`config.mk`:
```
export PLATFORM = sky130hd
export DESIGN_NAME = vram_arbiter
export DESIGN_NICKNAME = d
export VERILOG_FILES = /design/src/rtl/vram_arbiter.sv
export SDC_FILE = /design/constraint.sdc
export NUM_CORES = 1
export LEC_CHECK = 0
export ABC_AREA = 1
export CORE_MARGIN = 2
export CORE_UTILIZATION = 30
export DETAILED_ROUTE_END_ITERATION = 16
export MAX_ROUTING_LAYER = met4
export PLACE_DENSITY = 0.5
export SKIP_CTS_REPAIR_TIMING = 1
export SKIP_LAST_GASP = 1
export SYNTH_ARGS = -nofsm -noshare
export SYNTH_HDL_FRONTEND = slang
export SYNTH_SLANG_ARGS = --single-unit
```
`constraint.sdc`:
```
create_clock -name m_clock -period 6.7 [get_ports m_clock]
set_input_delay 2.01 -clock m_clock [delete_from_list [all_inputs] [get_ports m_clock]]
set_output_delay 2.01 -clock m_clock [all_outputs]
set_load 0.05 [all_outputs]
```
`src/rtl/vram_arbiter.sv`:
```
// Single-port VRAM arbiter: display fetches always win, buffered drawing writes
// and a full-frame clear engine fill the remaining slots.
module vram_arbiter #(
  parameter int ADDR_W     = 17,
  parameter int DATA_W     = 3,
  parameter int VRAM_WORDS = 76800,
  parameter int FIFO_DEPTH = 4,
  localparam int LVL_W     = $clog2(FIFO_DEPTH) + 1
) (
  input  logic              m_clock,
  input  logic              p_reset,
  input  logic              disp_req,
  input  logic [ADDR_W-1:0] disp_addr,
  output logic              disp_valid,
  output logic [DATA_W-1:0] disp_data,
  input  logic              wr_valid,
  output logic              wr_ready,
  input  logic [ADDR_W-1:0] wr_addr,
  input  logic [DATA_W-1:0] wr_data,
  input  logic              clr_start,
  input  logic [DATA_W-1:0] clr_color,
  output logic              clr_busy,
  output logic              clr_done,
  output logic [LVL_W-1:0]  fifo_level,
  output logic              ram_en,
  output logic              ram_we,
  output logic [ADDR_W-1:0] ram_addr,
  output logic [DATA_W-1:0] ram_wdata,
  input  logic [DATA_W-1:0] ram_rdata
);

  localparam int PTR_W = $clog2(FIFO_DEPTH);
  localparam logic [ADDR_W-1:0] CLR_LAST = ADDR_W'(VRAM_WORDS - 1);
  localparam logic [LVL_W-1:0]  LVL_FULL = LVL_W'(FIFO_DEPTH);

  typedef enum logic [1:0] {
    IDLE  = 2'd0,
    DRAIN = 2'd1,
    CLEAR = 2'd2
  } state_t;

  typedef struct packed {
    logic [ADDR_W-1:0] addr;
    logic [DATA_W-1:0] data;
  } wr_entry_t;

  state_t            state;
  wr_entry_t         fifo_mem [FIFO_DEPTH];
  wr_entry_t         fifo_head;
  logic [PTR_W-1:0]  rd_ptr;
  logic [PTR_W-1:0]  wr_ptr;
  logic [LVL_W-1:0]  level_next;
  logic [ADDR_W-1:0] clr_addr;
  logic [DATA_W-1:0] clr_color_q;
  logic              rd_pend;
  logic              push;
  logic              pop;
  logic              clr_step;
  logic              clr_last;

  // Writes are only accepted in IDLE, so buffered data never straddles a clear.
  assign wr_ready   = !p_reset && (state == IDLE) && (fifo_level != LVL_FULL);
  assign push       = wr_valid && wr_ready;
  assign clr_step   = (state == CLEAR) && !disp_req;
  assign pop        = ((state == IDLE) || (state == DRAIN)) && !disp_req && (fifo_level != '0);
  assign clr_last   = (clr_addr == CLR_LAST);
  assign level_next = fifo_level + LVL_W'(push) - LVL_W'(pop);
  assign fifo_head  = fifo_mem[rd_ptr];

  // NOTE: the write buffer storage has no reset; the pointers and level alone
  // define which entries are meaningful.
  always_ff @(posedge m_clock) begin
    if (push) fifo_mem[wr_ptr] <= '{addr: wr_addr, data: wr_data};
  end

  // NOTE: all state updates are non-blocking so every term below sees the
  // pre-edge values, independent of statement order.
  always_ff @(posedge m_clock or posedge p_reset) begin
    if (p_reset) begin
      state       <= IDLE;
      rd_ptr      <= '0;
      wr_ptr      <= '0;
      fifo_level  <= '0;
      clr_addr    <= '0;
      clr_color_q <= '0;
      clr_busy    <= 1'b0;
      clr_done    <= 1'b0;
      ram_en      <= 1'b0;
      ram_we      <= 1'b0;
      ram_addr    <= '0;
      ram_wdata   <= '0;
      rd_pend     <= 1'b0;
      disp_valid  <= 1'b0;
      disp_data   <= '0;
    end else begin
      ram_en     <= 1'b0;
      ram_we     <= 1'b0;
      clr_done   <= 1'b0;
      clr_busy   <= (state != IDLE);
      fifo_level <= level_next;

      // Read return pipeline: command, RAM access, registered result.
      rd_pend    <= ram_en && !ram_we;
      disp_valid <= rd_pend;
      if (rd_pend) disp_data <= ram_rdata;

      if (push) wr_ptr <= wr_ptr + PTR_W'(1);
      if (pop)  rd_ptr <= rd_ptr + PTR_W'(1);

      if (disp_req) begin
        ram_en   <= 1'b1;
        ram_addr <= disp_addr;
      end else if (clr_step) begin
        ram_en    <= 1'b1;
        ram_we    <= 1'b1;
        ram_addr  <= clr_addr;
        ram_wdata <= clr_color_q;
      end else if (pop) begin
        ram_en    <= 1'b1;
        ram_we    <= 1'b1;
        ram_addr  <= fifo_head.addr;
        ram_wdata <= fifo_head.data;
      end

      unique case (state)
        IDLE: begin
          if (clr_start) begin
            clr_color_q <= clr_color;
            clr_busy    <= 1'b1;
            state       <= (level_next != '0) ? DRAIN : CLEAR;
          end
        end
        DRAIN: begin
          if (level_next == '0) state <= CLEAR;
        end
        CLEAR: begin
          if (clr_step) begin
            if (clr_last) begin
              clr_addr <= '0;
              clr_done <= 1'b1;
              state    <= IDLE;
            end else begin
              clr_addr <= clr_addr + ADDR_W'(1);
            end
          end
        end
        default: state <= IDLE;
      endcase
    end
  end

endmodule

```
# Word level (Yosys, flattened, before mapping)
# Memory sizes are Yosys's and may differ from the RTL's.
# Index checks and enable logic that the tools add are counted.
# totals
mem_count	1
ff_bits	58
in_bits	48
output_inout_bits	32
mem_bits_rw	80
word_cells	75
# mem_list
name	depth	word_bits	rd	rd_clocked_by_memory_dff	wr	line_no	rtl
fifo_mem	4	20	1	0	1	48	wr_entry_t fifo_mem [FIFO_DEPTH];
# op_classes
muxes	23
bitwise_logic	1
n_reduce_logical	22
addsub	5
n_eq_ne	8
# ops
op	n
17-bit 2-to-1 mux	4
17-bit by 1-bit adder with 17-bit output, second input constant	1
17-bit equality test, second input constant	1
1-bit 2-to-1 mux	11
2-bit 2-to-1 mux	5
3-bit nonzero test	3
1-bit logical AND	7
3-bit 2-to-1 mux	2
2-bit inequality test, second input constant	3
2-bit one-hot mux with 3 select lines	1
2-bit AND reduction	3
2-bit by 1-bit adder with 2-bit output, second input constant	2
4-bit AND reduction	1
2-bit nonzero test	2
3-bit by 1-bit adder with 3-bit output	1
1-bit logical NOT	3
3-bit logical NOT	1
3-bit inequality test, second input constant	1
3-bit by 1-bit subtractor with 3-bit output	1
2-bit by 1-bit equality test with 1-bit output, second input constant	1
2-bit equality test, second input constant	1
2-bit logical NOT	1
2-bit by 1-bit inequality test with 1-bit output, second input constant	1
1-bit logical OR	1
1-bit NOT	1

# Longest topological paths before layout
# Gate-level depths: netlist of run 1.
# depth
depth_word	10
ltp_mapped	17
mapped_depth_nobuf	17

# Worst setup path after synthesis of run 1
# No wires, ideal clock.
# synth_timing
path_type	in2reg
from	input port p_reset
to	register state[1]
setup_ns	0.065
stages	13
n_path_buf	0
t_arrival_ns	4.701
t_required_ns	6.635
slack_ns	1.934
path_cell_list	a211oi_2 -> nand2_1 -> ha_1 -> inv_1 -> ha_1 -> fa_1 -> inv_1 -> nand2_1 -> nand3_1 -> nand3_1 -> a21oi_1 -> nand3_1 -> nand2_1
# synth_via
elab_chain_len	10
elab_cells_between_ends	13
cone_classes	add/sub (2); eq/ne (1); mux (3); reduce/logical (7)
# synth_rtl
item	line_no	rtl
from (decl)	11	input logic p_reset,
1-bit logical NOT (no source line) *	--	
1-bit logical AND * (2 in series)	62	assign wr_ready = !p_reset && (state == IDLE) && (fifo_level != LVL_FULL);
1-bit logical AND *	63	assign push = wr_valid && wr_ready;
3-bit by 1-bit adder with 3-bit output *	67	assign level_next = fifo_level + LVL_W'(push) - LVL_W'(pop);
3-bit by 1-bit subtractor with 3-bit output *	67	
3-bit nonzero test	130	state <= (level_next != '0) ? DRAIN : CLEAR;
2-bit 2-to-1 mux	130	
2-bit 2-to-1 mux	127	if (clr_start) begin
2-bit one-hot mux with 3 select lines	125	unique case (state)
to (signal assigned)	130	
to (decl)	47	state_t state;
# Every way passes the cells marked *; elsewhere a longest branch is shown, timed or not. The select of a mux whose other input is x is not followed.
# A chain may end at the register's enable or synchronous reset.

# Worst setup path after layout of run 1
# layout_timing
from	input port p_reset
to	output port wr_ready
# layout_via
elab_chain_len	3
# layout_rtl
item	line_no	rtl
1-bit logical NOT (no source line)	--	
1-bit logical AND (2 in series)	62	
to (decl)	17	output logic wr_ready,
# Every way passes these cells.

==> results of run 1 <==
[cells by family (layout without fill, tap and decap cells)]
logic type / after synthesis / count (layout)
simple gates: 254 / 254
flops: 138 / 138
compound gates: 100 / 100
buf+inv: 71 / 166
fa+ha+maj: 8 / 8
xor+xnor: 8 / 8
mux: 3 / 3
[through the flow]
step	std cells	util	power [mW]	setup slack [ns]	area (um^2)
2_1_floorplan	582	-	2.08	1.93	6020
3_3_place_gp	912	0.363	2.50	1.16	7110
3_5_place_dp	912	0.363	2.53	1.16	7110
4_1_cts	942	0.396	3.57	1.15	7760
5_1_grt	942	0.396	3.75	1.09	7760
6_report	942	0.396	3.54	1.16	7760
[power by group through the flow]
stage,Clock (mW),Sequential (mW),Combinational [mW]
global route,1.09,1.21,1.45
global placement,0,1.20,1.30
detailed placement,0,1.20,1.33
floorplan,0,1.48,0.602
CTS,1.05,1.19,1.33
finish,1.03,1.19,1.32
[placed cells by master (no fill, tap or decap), types with 3 or more instances in the layout]
cell             instances
nand2_1                103
nor2_1                 101
edfxtp_1                80
clkdlybuf4s50_1         79
dfrtp_1                 58
o21ai_0                 47
inv_1                   37
nand3_1                 21
a21oi_1                 19
clkbuf_16               17
inv_2                   11
xor2_1                   8
buf_4                    8
o22ai_1                  7
nand4_1                  7
o21ai_1                  7
o21bai_1                 7
ha_1                     7
bufinv_16                6
nor3_1                   5
o211ai_1                 5
nand3_2                  3
clkinv_1                 3
nor2_4                   3
nand2_2                  3
mux2_2                   3
a31oi_1                  3
clkinv_4                 3
[layout make-up]
type                            count  area share
Inverter                           49      0.0237
Clock buffer                       17      0.0548
Timing Repair Buffer               87       0.110
Clock inverter                     13      0.0292
Sequential cell                   138       0.497
Multi-Input combinational cell    373       0.243
Tap cell                          265      0.0427
[layer usage]
| metal | wire [um] | global-route usage | up-vias |
|---|---|---|---|
| met4 | 121 | 0.0490 | 0 |
| met5 | 0 | - | - |
| met1 | 6330 | 0.173 | 2079 |
| li1 | - | - | 2134 |
| met2 | 7570 | 0.242 | 61 |
| met3 | 471 | 0.0382 | 6 |
[path summary, 6_finish.rpt]
check                                   start             to  slack, ns  cells after the start
worst max-delay path                  p_reset       wr_ready       1.16                      3
worst min-delay path                   ram_we        rd_pend       0.43                      1
worst max register to register  fifo_level[1]       state[1]       3.72                     15
worst min register to register         ram_we        rd_pend       0.43                      1
max in group asynchronous             p_reset   ram_addr[11]       4.01                      3
min in group asynchronous             p_reset  fifo_level[1]       2.18                      3
[state kept, by name, indices dropped and copies added (netlist names), 2 cells and up]
register     count
wr_ptr           2
fifo_level       3
fifo_mem        80
clr_addr        17
ram_addr        17
state            2
disp_data        3
clr_color_q      3
rd_ptr           2
ram_wdata        3
==> summary.txt, run 1 <==
Outcome
  – Status: finished, final reports clean

Layout
  – Layout net count: 722
  – P&R area growth vs syn: 28.8%
  – Antenna cells: 0
  – Area of the multi-input gates: 1890 um^2
  – Filler Cell Count: 1,913
  – Share of post-route cells with drive strength above 1: 0.0990
  – Register area: 3850 um^2

Synth
  – Async SR Flop Fraction: 0.420
  – Post-synth design cell area: 6020 um^2
  – Synth top area share: 0.399
  – Seq/Total Area, Yosys: 0.640
  – Post-synthesis compound-gate area fraction: 0.0933
  – #FFs+latches synth: 138
  – Post-synth EDFFs: 80
  – Cell variety after synth: 36
  – Synth area leader: edfxtp_1
  – Synth cell count leaders: nand2_1, nor2_1, edfxtp_1, dfrtp_1, o21ai_0
  – Mux cell area share after synthesis: 0.00561
  – Synth top area cells: edfxtp_1, dfrtp_1, nand2_1
  – Simple-Gate Fraction of Synth Area: 0.185
  – Post-Synth Adder-Cell Area: 0.0179
  – Syn nets: 638
  – Warning count from the yosys run: 0
  – Post-synthesis average cell area: 10.3 um^2
  – Most frequent cell after synthesis: nand2_1
  – Most used DFF post-synth: edfxtp_1
  – Synth Area in XOR/XNOR: 0.0116
  – Largest family of logic cells by synthesized area: simple AND/OR/NAND/NOR gates
  – Synthesized instance count: 582

CTS
  – CTS tree: yes
  – Worst-Skew Late Latency: 0.41 ns
  – Clock Pin Slew Worst Setup and Hold Paths: 0.06 ns
  – Max Root-Sink Buffers: 2
  – H-tree depth: 4
  – CTS buffer count: 17
  – Root buffer cell: clkbuf_16
  – # clock sinks: 138

Worst setup path
  – CP delay by family, top: buffers and inverters
  – Max stage delay cell, worst path: clkdlybuf4s50_1
  – CP Capture Type: primary output
  – Startpoint types: input pin
  – Crit path DAT: 3.53 ns
  – Crit path max fanout: 2
  – Worst path cell trace: clkdlybuf4s50_1, a211oi_2, clkdlybuf4s50_1
  – Setup CP Type: input pin to primary output
  – CP Buf/Inv Count: 2
  – WP data required: 4.69 ns
  – CP max stage delay: 0.84 ns
  – Cell mode on critical path: clkdlybuf4s50_1

Die
  – Core Rows: 51
  – Core area: 19,600 um^2
  – Initial core utilization: 0.307
  – Die footprint: 21,200 um^2
  – Top-level I/O count: 80
  – Die Y: 146 um
  – Die W: 146 um

Global route
  – Number of global-route vias before repair: 4,292
  – Initial antenna violation count: 0
  – Tot GR Track Use: 0.146
  – GR Overflow Total: 0
  – First-pass GRT wire length: 23.1 mm
  – Largest net degree at the start of global routing: 59

Timing
  – Worst slew pin tran: 1.15 ns
  – Final worst-path cycle share: 0.826
  – Unrepaired setup endpoints after global routing: false
  – Fmax: 181 MHz
  – Final Slew Violations: 0
  – Final Hold Violating Endpoints: 0
  – Worst hold slack: 0.426 ns
  – Relative slew slack: 0.235
  – Tmin final: 5.54 ns
  – Clock skew: 0.0107 ns
  – Setup_tns: 0 ns
  – Final Setup Violations: 0

Power
  – Power Density: 456 nW/um^2
  – P_sw: 1.35 mW
  – Lkg Pwr: 3.10 nW
  – Reg power frac: 0.335
  – Combinational share of power: 0.373
  – Peak VDD IR: 0.163 mV
  – Internal power: 2.18 mW
  – Clock share of power: 0.292
  – Sw Share: 0.382

Placement
  – Detailed Place HPWL: 9.73 mm
  – Gp weighted congestion: 0.891
  – Input/output buffers: 79

Route
  – 1st-iter DRT viols: 298
  – Drt pass-1 iters: 4
  – Routed len/inst: 15.4 um
  – Post-Route WL: 14.5 mm
  – Via count: 4,280
  – Final ANT Viol Nets: 0
  – Vias per std cell: 4.54
  – DRC: 0

Min path
  – Hold crit path type: flop to flop

Job
  – Max Cap Viol: 0
No activity file was read; power rests on OpenSTA's default activity.
==> run 2, diff against run 1 <==
==> constraint.sdc (replaced) <==
create_clock -name m_clock -period 5.6 [get_ports m_clock]
set_input_delay 1.68 -clock m_clock [delete_from_list [all_inputs] [get_ports m_clock]]
set_output_delay 1.68 -clock m_clock [all_outputs]
set_load 0.05 [all_outputs]
==> run 2 against run 1 <==
  * Via count increased by 0.21%
  * Wire length increased by 1.2%
  * Utilization decreased by 0.18 points
  * Clock skew decreased by 0.0048 ns
  * Flip-flop and latch count unchanged
  * Sequential power increased by 19%
  * Sequential share of layout area increased by 0.23 points
  * Worst setup slack got worse by 0.46 ns
  * Highest routed layer unchanged
  * Largest cell class unchanged
  * Register-to-register slack got worse by 1.1 ns
  * Clock power increased by 11%
  * Die area unchanged
  * Largest power group unchanged
  * Global-route usage increased by 0.13 points
==> summary.txt, run 2 (synthesis gave the netlist of run 1 again) <==
Min path
  – Hold crit path type: flop to flop
  – Hold_sp: ram_we
  – Hold path endpoint: rd_pend
  – WHS Path Cells: 1 (unchanged)

Die
  – Die footprint: 21,200 um^2 (unchanged)
  – Die W: 146 um (unchanged)
  – Initial core utilization: 0.307 (unchanged)
  – Core Rows: 51 (unchanged)
  – Top-level I/O count: 80 (unchanged)
  – Core area: 19,600 um^2 (unchanged)
  – Die Y: 146 um (unchanged)

Outcome
  – Status: finished, final reports clean

Power
  – Power Density: 536 nW/um^2 (+18%)
  – Lkg Pwr: 3.08 nW (-0.76%)
  – Design Power: 4.14 mW (+17%)
  – Peak VDD IR: 0.188 mV (+16%)

Timing
  – Setup_tns: 0 ns (unchanged)
  – Unrepaired setup endpoints after global routing: false
  – Worst slew pin tran: 1.15 ns (+0.000543 ns)
  – Setup WS post-layout: 0.705 ns (-0.457 ns)
  – Final worst-path cycle share: 0.874
  – Tmin final: 4.89 ns
  – Final Slew Violations: 0 (unchanged)
  – Worst hold slack: 0.435 ns (+0.00895 ns)
  – Final Setup Violations: 0 (unchanged)
  – Fmax: 204 MHz
  – Clock skew: 0.00589 ns (-0.00482 ns)
  – Relative slew slack: 0.235 (-0.000362)
  – Final Hold Violating Endpoints: 0 (unchanged)

CTS
  – CTS buffer count: 17 (unchanged)
  – Worst-Skew Late Latency: 0.41 ns (about the same)
  – H-tree depth: 4 (unchanged)
  – Clock Pin Slew Worst Setup and Hold Paths: 0.06 ns (about the same)
  – Max Root-Sink Buffers: 2 (unchanged)
  – Root buffer cell: clkbuf_16
  – # clock sinks: 138 (unchanged)
  – CTS tree: yes

Route
  – DRC: 0 (unchanged)
  – Drt pass-1 iters: 4 (unchanged)
  – Via count: 4,289 (+0.21%)
  – Post-Route WL: 14.7 mm (+1.2%)
  – Vias per std cell: 4.54 (-0.11%)
  – Final ANT Viol Nets: 0 (unchanged)
  – Routed len/inst: 15.5 um (+0.89%)
  – 1st-iter DRT viols: 240 (-19%)

Worst setup path
  – Setup CP Type: input pin to primary output
  – CP Capture Type: primary output
  – Worst r2r src: fifo_level[1]
  – Reg-to-reg endpoint: state[1]
  – Reg2Reg Depth: 15 (unchanged)
  – WP data required: 3.92 ns (-0.77 ns)
  – R2R Setup Slk: 2.65 ns (-1.07 ns)
  – Crit path DAT: 3.21 ns (-0.32 ns)
  – Startpoint types: input pin
  – Crit path max fanout: 2 (unchanged)

Layout
  – Filler Cell Count: 1,916 (+0.16%)
  – Biggest register: fifo_mem
  – Register area: 3850 um^2 (unchanged)
  – Most common cell after layout, fill and taps aside: nand2_1
  – Commonest cells after routing, fill and taps aside: nand2_1, nor2_1, edfxtp_1
  – P&R area growth vs syn: 28.2%
  – Design Area, Final: 7720 um^2 (-0.45%)
  – Top flop regs: fifo_mem (80), clr_addr (17), ram_addr (17)
  – Layout net count: 723 (+0.14%)
  – Share of post-route cells with drive strength above 1: 0.102 (+0.00265)
  – Finished Layout Cells: 945 (+0.32%)
  – Area of the multi-input gates: 1890 um^2 (unchanged)
  – Largest register FFs: 80 (unchanged)
  – Final core utilization: 0.394 (-0.00179)

Job
  – Max Cap Viol: 0 (unchanged)

Placement
  – Input/output buffers: 79 (unchanged)
  – Detailed Place HPWL: 10.0 mm (+2.8%)
  – Gp weighted congestion: 0.831 (-6.7%)
  – Placed Area: 7110 um^2 (+0.11%)
  – Placement Setup Slack: 0.699 ns (-0.460 ns)
  – Post-Place Cells: 913 (+0.11%)

Global route
  – First-pass GRT wire length: 23.4 mm (+1.5%)
  – Tot GR Track Use: 0.147 (+0.00129)
  – Initial antenna violation count: 1 (+1)
  – Number of global-route vias before repair: 4,380 (+2.1%)
  – GR Overflow Total: 0 (unchanged)
  – Largest net degree at the start of global routing: 43 (-27%)
## run 2: per-layer routing
metal / vias to the layer above / global-route usage / wire (um)
met5: - / - / 0
met4: 0 / 0.0529 / 212
met3: 17 / 0.0335 / 527
met2: 75 / 0.242 / 7340
met1: 2073 / 0.179 / 6580
li1: 2124 / - / -
## run 2: worst max-delay path by stage
stage	end	slack, ns	from	cells past startpoint
global route	wr_ready	0.63	p_reset	3
global placement	wr_ready	0.72	p_reset	3
floorplan	state[1]	1.16	p_reset	13
finish	wr_ready	0.71	p_reset	3
CTS	wr_ready	0.70	p_reset	3
detailed placement	wr_ready	0.70	p_reset	3
## run 2: area by class of cell
cell class | instances | share of cell area
diodes | 1 | 0.000324
clock buffers | 18 | 0.0556
clock inverters | 13 | 0.0230
inverters | 49 | 0.0238
multi-input cells | 373 | 0.244
flip-flops and latches | 138 | 0.499
well taps | 265 | 0.0429
repair buffers | 88 | 0.111
## run 2: where the power goes
part	total, mW	leakage, nW	switching, mW	internal, mW
Sequential	1.42	1.41	0.134	1.29
Combinational	1.57	1.38	1.07	0.501
Clock	1.14	0.285	0.407	0.738
## run 2: worst max-delay path, cell delays in order
cell	delay (ns)
clkdlybuf4s50_1	0.45
a211oi_2	0.24
clkdlybuf4s50_1	0.84
==> run 3, diff against run 2 <==
--- a/config.mk
+++ b/config.mk
@@ -8,7 +8,9 @@
 export ABC_AREA = 1
 export CORE_MARGIN = 2
 export CORE_UTILIZATION = 30
+export CTS_CLUSTER_SIZE = 20
 export DETAILED_ROUTE_END_ITERATION = 16
+export GPL_TIMING_DRIVEN = 0
 export MAX_ROUTING_LAYER = met4
 export PLACE_DENSITY = 0.5
 export SKIP_CTS_REPAIR_TIMING = 1
==> run 3 against run 2 <==
  * Critical path depth is the same
  * Die area is the same
  * Power grew 0.54%
  * Global-route usage grew 0.62 points
  * Via count grew 2.9%
  * Clock power shrank 4%
  * Final area grew 1.6%
  * Flip-flop and latch count is the same
  * Sequential power is essentially flat
  * Fmax shrank 0.75%
  * Clock skew grew 0.0022 ns
  * Cell count grew 1.9%
  * Critical endpoint unchanged
  * Largest cell class unchanged
  * Highest routed layer unchanged
==> summary.txt, run 3 (synthesis gave the netlist of run 1 again) <==
Global route
  – Tot GR Track Use: 0.154 (+0.00625)
  – GR Overflow Total: 0 (unchanged)
  – Met1 usage: 0.180 (+0.00123)
  – Largest net degree at the start of global routing: 31 (-28%)
  – Grt met3 use: 0.0389 (+0.00533)
  – First-pass GRT wire length: 24.2 mm (+3.2%)
  – Most used routing layer: met2
  – Initial antenna violation count: 0 (-1)
  – Met2 Use GR: 0.260 (+0.0182)
  – Number of global-route vias before repair: 4,557 (+4.0%)

Layout
  – Area of the multi-input gates: 1900 um^2 (+0.53%)
  – Most common cell after layout, fill and taps aside: nand2_1
  – Top flop regs: fifo_mem (80), clr_addr (17), ram_addr (17)
  – Commonest cells after routing, fill and taps aside: nand2_1, nor2_1, edfxtp_1
  – P&R area growth vs syn: 30.3%
  – Layout net count: 741 (+2.5%)
  – Share of post-route cells with drive strength above 1: 0.119 (+0.0173)
  – Register area: 3850 um^2 (unchanged)
  – Antenna cells: 0 (-1)
  – Final core utilization: 0.401 (+0.00639)
  – Filler Cell Count: 1,891 (-1.3%)
  – Biggest register: fifo_mem
  – Largest register FFs: 80 (unchanged)
  – Design Area, Final: 7850 um^2 (+1.6%)

Route
  – Final ANT Viol Nets: 0 (unchanged)
  – Drt pass-1 iters: 8 (+4)
  – Via count: 4,414 (+2.9%)
  – 1st-iter DRT viols: 273 (+14%)
  – DRC: 0 (unchanged)
  – Routed len/inst: 16.1 um (+3.7%)
  – Vias per std cell: 4.58 (+0.99%)
  – Post-Route WL: 15.5 mm (+5.7%)

Die
  – Core area: 19,600 um^2 (unchanged)
  – Top-level I/O count: 80 (unchanged)
  – Die Y: 146 um (unchanged)
  – Initial core utilization: 0.307 (unchanged)
  – Die footprint: 21,200 um^2 (unchanged)
  – Die W: 146 um (unchanged)
  – Core Rows: 51 (unchanged)

Worst setup path
  – Setup CP Type: input pin to primary output
  – Reg2Reg Depth: 15 (unchanged)
  – WP data required: 3.92 ns (about the same)
  – CP Capture Type: primary output
  – Crit path DAT: 3.25 ns (+0.04 ns)
  – Crit path max fanout: 2 (unchanged)
  – Startpoint types: input pin

Power
  – Power Density: 530 nW/um^2 (-1.1%)
  – Peak VDD IR: 0.199 mV (+5.5%)
  – Lkg Pwr: 3.14 nW (+2.0%)

Placement
  – Input/output buffers: 79 (unchanged)
  – Placed Area: 7270 um^2 (+2.2%)
  – Detailed Place HPWL: 11.3 mm (+13%)
  – Gp weighted congestion: 0.900 (+8.4%)
  – Placement Setup Slack: 0.661 ns (-0.0374 ns)

Timing
  – Unrepaired setup endpoints after global routing: false
  – Setup WS post-layout: 0.668 ns (-0.0372 ns)
  – Final Setup Violations: 0 (unchanged)
  – Worst slew pin tran: 0.669 ns (-0.478 ns)
  – Clock skew: 0.00807 ns (+0.00217 ns)
  – Relative slew slack: 0.554 (+0.319)
  – Final Slew Violations: 0 (unchanged)
  – Setup_tns: 0 ns (unchanged)
  – Final Hold Violating Endpoints: 0 (unchanged)
  – Final worst-path cycle share: 0.881 (+0.00664)
  – Tmin final: 4.93 ns (+0.0372 ns)
  – Worst hold slack: 0.417 ns (-0.0179 ns)
  – Fmax: 203 MHz (-0.75%)

CTS
  – H-tree depth: 4 (unchanged)
  – CTS buffer count: 17 (unchanged)
  – Worst-Skew Late Latency: 0.42 ns (about the same)
  – # clock sinks: 138 (unchanged)
  – Clock Pin Slew Worst Setup and Hold Paths: 0.06 ns (about the same)
  – Max Root-Sink Buffers: 2 (unchanged)
  – CTS tree: yes
  – Root buffer cell: clkbuf_16

Min path
  – Hold crit path type: flop to flop
  – WHS Path Cells: 1 (unchanged)

Outcome
  – Status: finished, final reports clean

Job
  – Max Cap Viol: 0 (unchanged)
[run 3: area by class of cell]
type / instances / area share
plain buffers: 22 / 0.0126
well taps: 265 / 0.0423
clock inverters: 15 / 0.0191
multi-input cells: 373 / 0.242
clock buffers: 17 / 0.0542
flip-flops and latches: 138 / 0.491
repair buffers: 84 / 0.116
inverters: 49 / 0.0234
[run 3: critical path, stage by stage]
cell,delay (ns)
clkdlybuf4s50_1,0.46
a211oi_2,0.26
clkdlybuf4s50_1,0.85
[run 3: worst paths after layout]
| kind | from | slack, ns | to |
|---|---|---|---|
| worst max-delay path | p_reset | 0.67 | wr_ready |
| worst min-delay path | ram_we | 0.42 | rd_pend |
| worst max register to register | fifo_level[1] | 2.65 | state[1] |
| worst min register to register | ram_we | 0.42 | rd_pend |
| max in group asynchronous | p_reset | 3.26 | clr_addr[3] |
| min in group asynchronous | p_reset | 1.75 | ram_addr[7] |
[run 3: power breakdown]
| part | switching (mW) | internal, mW | total [mW] |
|---|---|---|---|
| Combinational | 1.12 | 0.533 | 1.65 |
| Sequential | 0.133 | 1.29 | 1.42 |
| Clock | 0.433 | 0.655 | 1.09 |
| Total | 1.68 | 2.47 | 4.16 |
[run 3: metrics by stage]
stage          total power [mW]  std cells
3_5_place_dp               3.10        931
6_report                   4.16        963
3_3_place_gp               3.05        926
5_1_grt                    4.41        963
2_1_floorplan              2.49        582
4_1_cts                    4.20        963
[run 3: per-layer routing]
layer | routed length (um) | vias to the layer above
met5 | 0 | -
met4 | 238 | 0
met3 | 517 | 19
met2 | 7940 | 84
met1 | 6800 | 2154
li1 | - | 2157
